### src/rtl/pipe_trace_buffer.sv
// pipe_trace_buffer: circular trace recorder for the 5-stage pipeline.
// Captures {cyc,F,D,E,M,W} snapshots, freezes after a trigger plus POST_TRIG entries, then streams them oldest first.
module pipe_trace_buffer #(
    parameter int DEPTH     = 16,
    parameter int AW        = 4,
    parameter int POST_TRIG = 8
) (
    input  logic        clk,
    input  logic        rst_n,
    input  logic        en,
    input  logic [31:0] instrF,
    input  logic [31:0] instrD,
    input  logic [31:0] instrE,
    input  logic [31:0] instrM,
    input  logic [31:0] instrW,
    input  logic        trig,
    input  logic        clear,
    output logic        rd_valid,
    output logic [31:0] rd_data,
    output logic        rd_last,
    input  logic        rd_ready,
    output logic [1:0]  state
);

    typedef enum logic [1:0] {
        ARMED = 2'b00,
        POST  = 2'b01,
        DUMP  = 2'b10,
        DONE  = 2'b11
    } traceStateT;

    localparam logic [AW:0] ONE       = (AW+1)'(1);
    localparam logic [AW:0] FULL      = (AW+1)'(DEPTH);
    localparam logic [AW:0] POST_LAST = (AW+1)'(POST_TRIG - 1);
    localparam bit          NO_POST   = (POST_TRIG == 0);

    traceStateT    curState, nxtState;
    logic [31:0]   cyc;
    logic [AW-1:0] wrPtr;
    logic [AW-1:0] rdPtr;
    logic [AW:0]   count;
    logic [AW:0]   postCnt;
    logic [AW:0]   entIdx;
    logic [2:0]    wordIdx;
    logic [31:0]   mem [DEPTH][6];

    logic capture;
    logic accepted;
    logic issue;
    logic lastWord;

    assign state    = curState;
    assign capture  = en && !clear && (curState == ARMED || curState == POST);
    assign accepted = rd_valid && rd_ready;
    // A new word is fetched whenever the output register is empty or being drained this cycle.
    assign issue    = (curState == DUMP) && !clear && (entIdx < count) && (!rd_valid || rd_ready);
    assign lastWord = (wordIdx == 3'd5) && (entIdx + ONE == count);
    assign rdPtr    = wrPtr - count[AW-1:0] + entIdx[AW-1:0];

    always_ff @(posedge clk or negedge rst_n) begin
        if (!rst_n) begin
            curState <= ARMED;
        end else begin
            // NOTE: state elements use non-blocking assignment so every register samples pre-edge values.
            curState <= nxtState;
        end
    end

    always_comb begin
        // NOTE: default assigned first so no branch leaves nxtState unassigned and infers a latch.
        nxtState = curState;
        if (clear) begin
            nxtState = ARMED;
        end else begin
            case (curState)
                ARMED:   if (trig) nxtState = NO_POST ? DUMP : POST;
                POST:    if (en && postCnt == POST_LAST) nxtState = DUMP;
                DUMP:    if (count == '0 || (accepted && rd_last)) nxtState = DONE;
                DONE:    nxtState = DONE;
                default: nxtState = ARMED;
            endcase
        end
    end

    // NOTE: the snapshot array has no reset; an entry is only read after it has been written since the last clear.
    always_ff @(posedge clk) begin
        if (capture) begin
            mem[wrPtr][0] <= cyc;
            mem[wrPtr][1] <= instrF;
            mem[wrPtr][2] <= instrD;
            mem[wrPtr][3] <= instrE;
            mem[wrPtr][4] <= instrM;
            mem[wrPtr][5] <= instrW;
        end
    end

    always_ff @(posedge clk or negedge rst_n) begin
        if (!rst_n) begin
            cyc      <= '0;
            wrPtr    <= '0;
            count    <= '0;
            postCnt  <= '0;
            entIdx   <= '0;
            wordIdx  <= '0;
            rd_valid <= 1'b0;
            rd_data  <= '0;
            rd_last  <= 1'b0;
        end else begin
            cyc <= cyc + 32'd1;
            if (clear) begin
                wrPtr    <= '0;
                count    <= '0;
                postCnt  <= '0;
                entIdx   <= '0;
                wordIdx  <= '0;
                rd_valid <= 1'b0;
                rd_last  <= 1'b0;
            end else begin
                if (capture) begin
                    wrPtr <= wrPtr + AW'(1);
                    if (count != FULL) count <= count + ONE;
                end

                if (curState == ARMED && trig) begin
                    postCnt <= '0;
                end else if (curState == POST && en) begin
                    postCnt <= postCnt + ONE;
                end

                if (issue) begin
                    rd_valid <= 1'b1;
                    rd_data  <= mem[rdPtr][wordIdx];
                    rd_last  <= lastWord;
                    if (wordIdx == 3'd5) begin
                        wordIdx <= '0;
                        entIdx  <= entIdx + ONE;
                    end else begin
                        wordIdx <= wordIdx + 3'd1;
                    end
                end else if (accepted) begin
                    rd_valid <= 1'b0;
                    rd_last  <= 1'b0;
                end

                if (curState != DUMP) begin
                    entIdx  <= '0;
                    wordIdx <= '0;
                end
            end
        end
    end

endmodule
### config.mk
export PLATFORM = sky130hd
export DESIGN_NAME = pipe_trace_buffer
export DESIGN_NICKNAME = d
export VERILOG_FILES = /design/src/rtl/pipe_trace_buffer.sv
export SDC_FILE = /design/constraint.sdc
export NUM_CORES = 2
export LEC_CHECK = 0
export CAP_MARGIN = 30
export CORE_MARGIN = 1
export CORE_UTILIZATION = 55
export DETAILED_ROUTE_END_ITERATION = 10
export PLACE_DENSITY = 0.72
export RECOVER_POWER = 50
export SLEW_MARGIN = 20
export SYNTH_ARGS = -nofsm -noshare
export SYNTH_HDL_FRONTEND = slang
export SYNTH_SLANG_ARGS = --single-unit
### constraint.sdc
create_clock -name clk -period 21 [get_ports clk]
set_input_delay 4.2 -clock clk [delete_from_list [all_inputs] [get_ports clk]]
set_output_delay 4.2 -clock clk [all_outputs]
set_load 0.02 [all_outputs]
==> results by group <==
Setup path
  • Worst path slowest cell: clkbuf_1
  • Crit path launch type: input port
  • Crit path kind: in -> async
  • Worst R2R Start: wrPtr[2]
  • Flop-to-flop setup slack: ~14,000 ps
  • Crit Reg-Reg Endpoint: rd_data[29]
  • Cell Chain, Critical Path: clkbuf_1 > clkbuf_1
  • Crit path depth: 2
  • Slowest stage delay, CP: about 2600 ps
  • Critical Path Most Common Cell: clkbuf_1
  • R2R cell count: 16
  • Maximum fanout along the worst path: 46
  • Worst path required time: 21,200 ps
  • CP endpoint kind: async pin
  • CP Buf/Inv Count: 2
  • Critical path endpoint: rd_data[13]
  • CP Launch Point: rst_n
  • Data arrival, critical path: 9080 ps
  • Crit path max-delay family: buffers and inverters

Flow run
  • Max Cap Violations: 2

STA
  • Slew at the pin closest to its max-slew limit: approximately 3500 ps
  • Final setup viols: 0
  • Slew Viols, Final: 93
  • Final period utilization: 0.4229
  • Worst-case headroom to the max-slew limit: -1.331
  • Final hold violations: 0
  • FMAX: between 100 and 150 MHz
  • Minimum clock period: slightly below 9000 ps
  • Clock skew: approximately 60 ps
  • TNS Setup: 0 ps
  • Final hold slack: approximately 570 ps
  • RSZ-0062 raised after global routing: no

Pwr
  • Pwr Total: ~15,000 µW
  • Worst vdd ir: between 0.09 and 0.1 mV
  • Power density cells: between 100 and 150 nW/µm²
  • Pleak: ~0.044 µW

Clocking
  • Clock buffer count from CTS: between 300 and 400
  • Worst-Skew Late Latency: 930 ps
  • Resize count post-CTS: 0
  • Clock Pin Slew Worst Setup and Hold Paths: ~60 ps
  • Setup Fix Bufs, Post-CTS: 0
  • CTS tree: yes
  • Max H-tree Level: 5
  • Hold bufs inserted after CTS: 0
  • # clock sinks: between 3,000 and 4,000
  • Clock buffer depth: 4
  • Root Driver: clkbuf_16

Route
  • WL/cell: approximately 31 µm
  • DR vias: 64,340
  • TritonRoute pass-1 iters: 6
  • Via density: 6.467
  • Wirelength, routed: just over 300,000 µm
  • Drt drc: 0
  • Initial drt markers: roughly 8,000
  • DRT antenna net count: 0

Logic synthesis
  • Post-synth top cells: 3,072 x edfxtp_1, 993 x nand2_1, 512 x mux4_2, 291 x mux2i_1, 280 x nand3_1
  • Synthesis Warnings: 0
  • Async S/R FF share, synth: 0.02846
  • Most common cell in the netlist: edfxtp_1
  • Cell accounting for the most synthesized area: edfxtp_1
  • Sequential area share after synthesis: 0.7777
  • Synth unique cells: 39
  • Yosys top cell area share: 0.7592
  • Synth Register Bits: between 3,000 and 4,000
  • Post-synth EDFFs: about 3,100
  • Mapped Cells: around 6,500
  • Post-Syn Nets: 6,714
  • Ranking of synthesized cells by area: edfxtp_1 76%, mux4_2 9.5%, nand2_1 3.1%, mux2i_1 2.4%, dfrtp_1 1.9%
  • Synthesized cell area: between 100,000 and 150,000 µm²
  • Syn_area_per_cell: 18.61 µm²
  • Prevailing post-synth register cell: edfxtp_1

Final layout
  • Layout filler cell count: approximately 15,000
  • Share of layout cells above drive strength 1: 0.1571
  • Nets: 6,996
  • P&R area growth vs syn: 12.93%
  • Register Area: ~95,000 µm²
  • Final Core Density: 0.6251
  • Area of the multi-input gates: around 26,000 µm²

Floorplanning
  • Io pins: just over 200
  • Die Ht: 472.0 µm
  • Die width: 472.0 µm
  • Initial core utilization: 0.5535
  • Die area: 222,800 µm²
  • Core footprint: 219,500 µm²
  • Site row count: around 170

Global route
  • Vias in the first global route: roughly 64,000
  • First-pass GRT wire length: roughly 450,000 µm
  • GRT Overall Usage: 0.2787
  • Largest net degree at the start of global routing: about 150
  • Aggregate global routing overflow: 0
  • Initial antenna violation count: 85

Run status
  • Failing checks: max-capacitance violations, max-slew violations
  • Status: finished, violations left

Placed design
  • Hpwl dp: roughly 170,000 µm
  • IO Port Bufs: about 200
  • Routability cong.: 0.8179

Worst hold path
  • Hold Crit Class: reg -> reg
power breakdown:
| part | total, µW | switching, µW | internal (µW) |
|---|---|---|---|
| combinational | 2380 | 1480 | 905 |
| clock | 5500 | 2290 | 3210 |
| sequential | 6960 | 11.5 | 6950 |
| total | 14900 | 3780 | 11100 |
metal layers:
layer | wire, µm | track usage | vias up
li1 | - | - | 26650
met1 | 117200 | 0.3825 | 33430
met2 | 149300 | 0.4424 | 3573
met3 | 29600 | 0.05407 | 642
met4 | 13000 | 0.1142 | 50
met5 | 317 | 0 | -
how the worst min path moves through the flow:
| stage | start | to | slack (ps) | cells past startpoint |
|---|---|---|---|---|
| finish | postCnt[4] | postCnt[4] | 570 | 2 |
| global route | postCnt[4] | postCnt[4] | 590 | 2 |
| CTS | postCnt[4] | postCnt[4] | 560 | 2 |
| detailed placement | postCnt[4] | postCnt[4] | 540 | 2 |
| global placement | postCnt[4] | postCnt[4] | 530 | 2 |
| floorplan | postCnt[4] | postCnt[4] | 510 | 2 |
cell families after synthesis:
family,share of synthesized area
flip-flops,0.7777
AND/OR/NAND/NOR,0.04837
multiplexers,0.1189
AO/OA/AOI/OAI,0.03506
buffers and inverters,0.01364
XOR/XNOR,0.004088
adder cells (fa/ha/maj),0.002245
stage by stage:
step           cell area [µm²]  cells  setup slack [ps]
5_1_grt                 137200   9940             11620
4_1_cts                 137100   9915             13160
2_1_floorplan           121500   6528              2529
3_3_place_gp            127000   9342             12200
6_report                137200   9950             12120
3_5_place_dp            127100   9347             12210
placed cells by master, fill, tap and decap left out, types with 65 or more instances in the layout:
cell / synthesis / routed
a211oi_1: 65 / 65
dlygate4sd3_1: 0 / 161
buf_4: 4 / 103
nand2_1: 993 / 991
nand3_1: 280 / 278
edfxtp_1: 3072 / 3072
o21ai_0: 65 / 65
clkbuf_1: 233 / 83
dfrtp_1: 90 / 90
a32oi_1: 128 / 128
mux2i_1: 291 / 291
clkbuf_16: 0 / 337
mux4_2: 512 / 512
a21oi_1: 231 / 231
a31oi_1: 130 / 130
layout make-up:
type,count,share of cell area
Clock inverter,139,0.008370
Tap cell,2871,0.02618
Inverter,21,0.0005744
Antenna cell,31,0.0005653
Multi-Input combinational cell,2964,0.1865
Sequential cell,3162,0.6887
Timing Repair Buffer,333,0.02432
Clock buffer,429,0.06485
flip-flops by register name, indices dropped and copies added, names as in the netlist, 2 cells and up:
| signal | count |
|---|---|
| mem | 3072 |
| cyc | 32 |
| rd_data | 32 |
| count | 5 |
| entIdx | 5 |
| postCnt | 5 |
| wrPtr | 4 |
| wordIdx | 3 |
| state | 2 |
No activity file was read; power rests on OpenSTA's default activity.
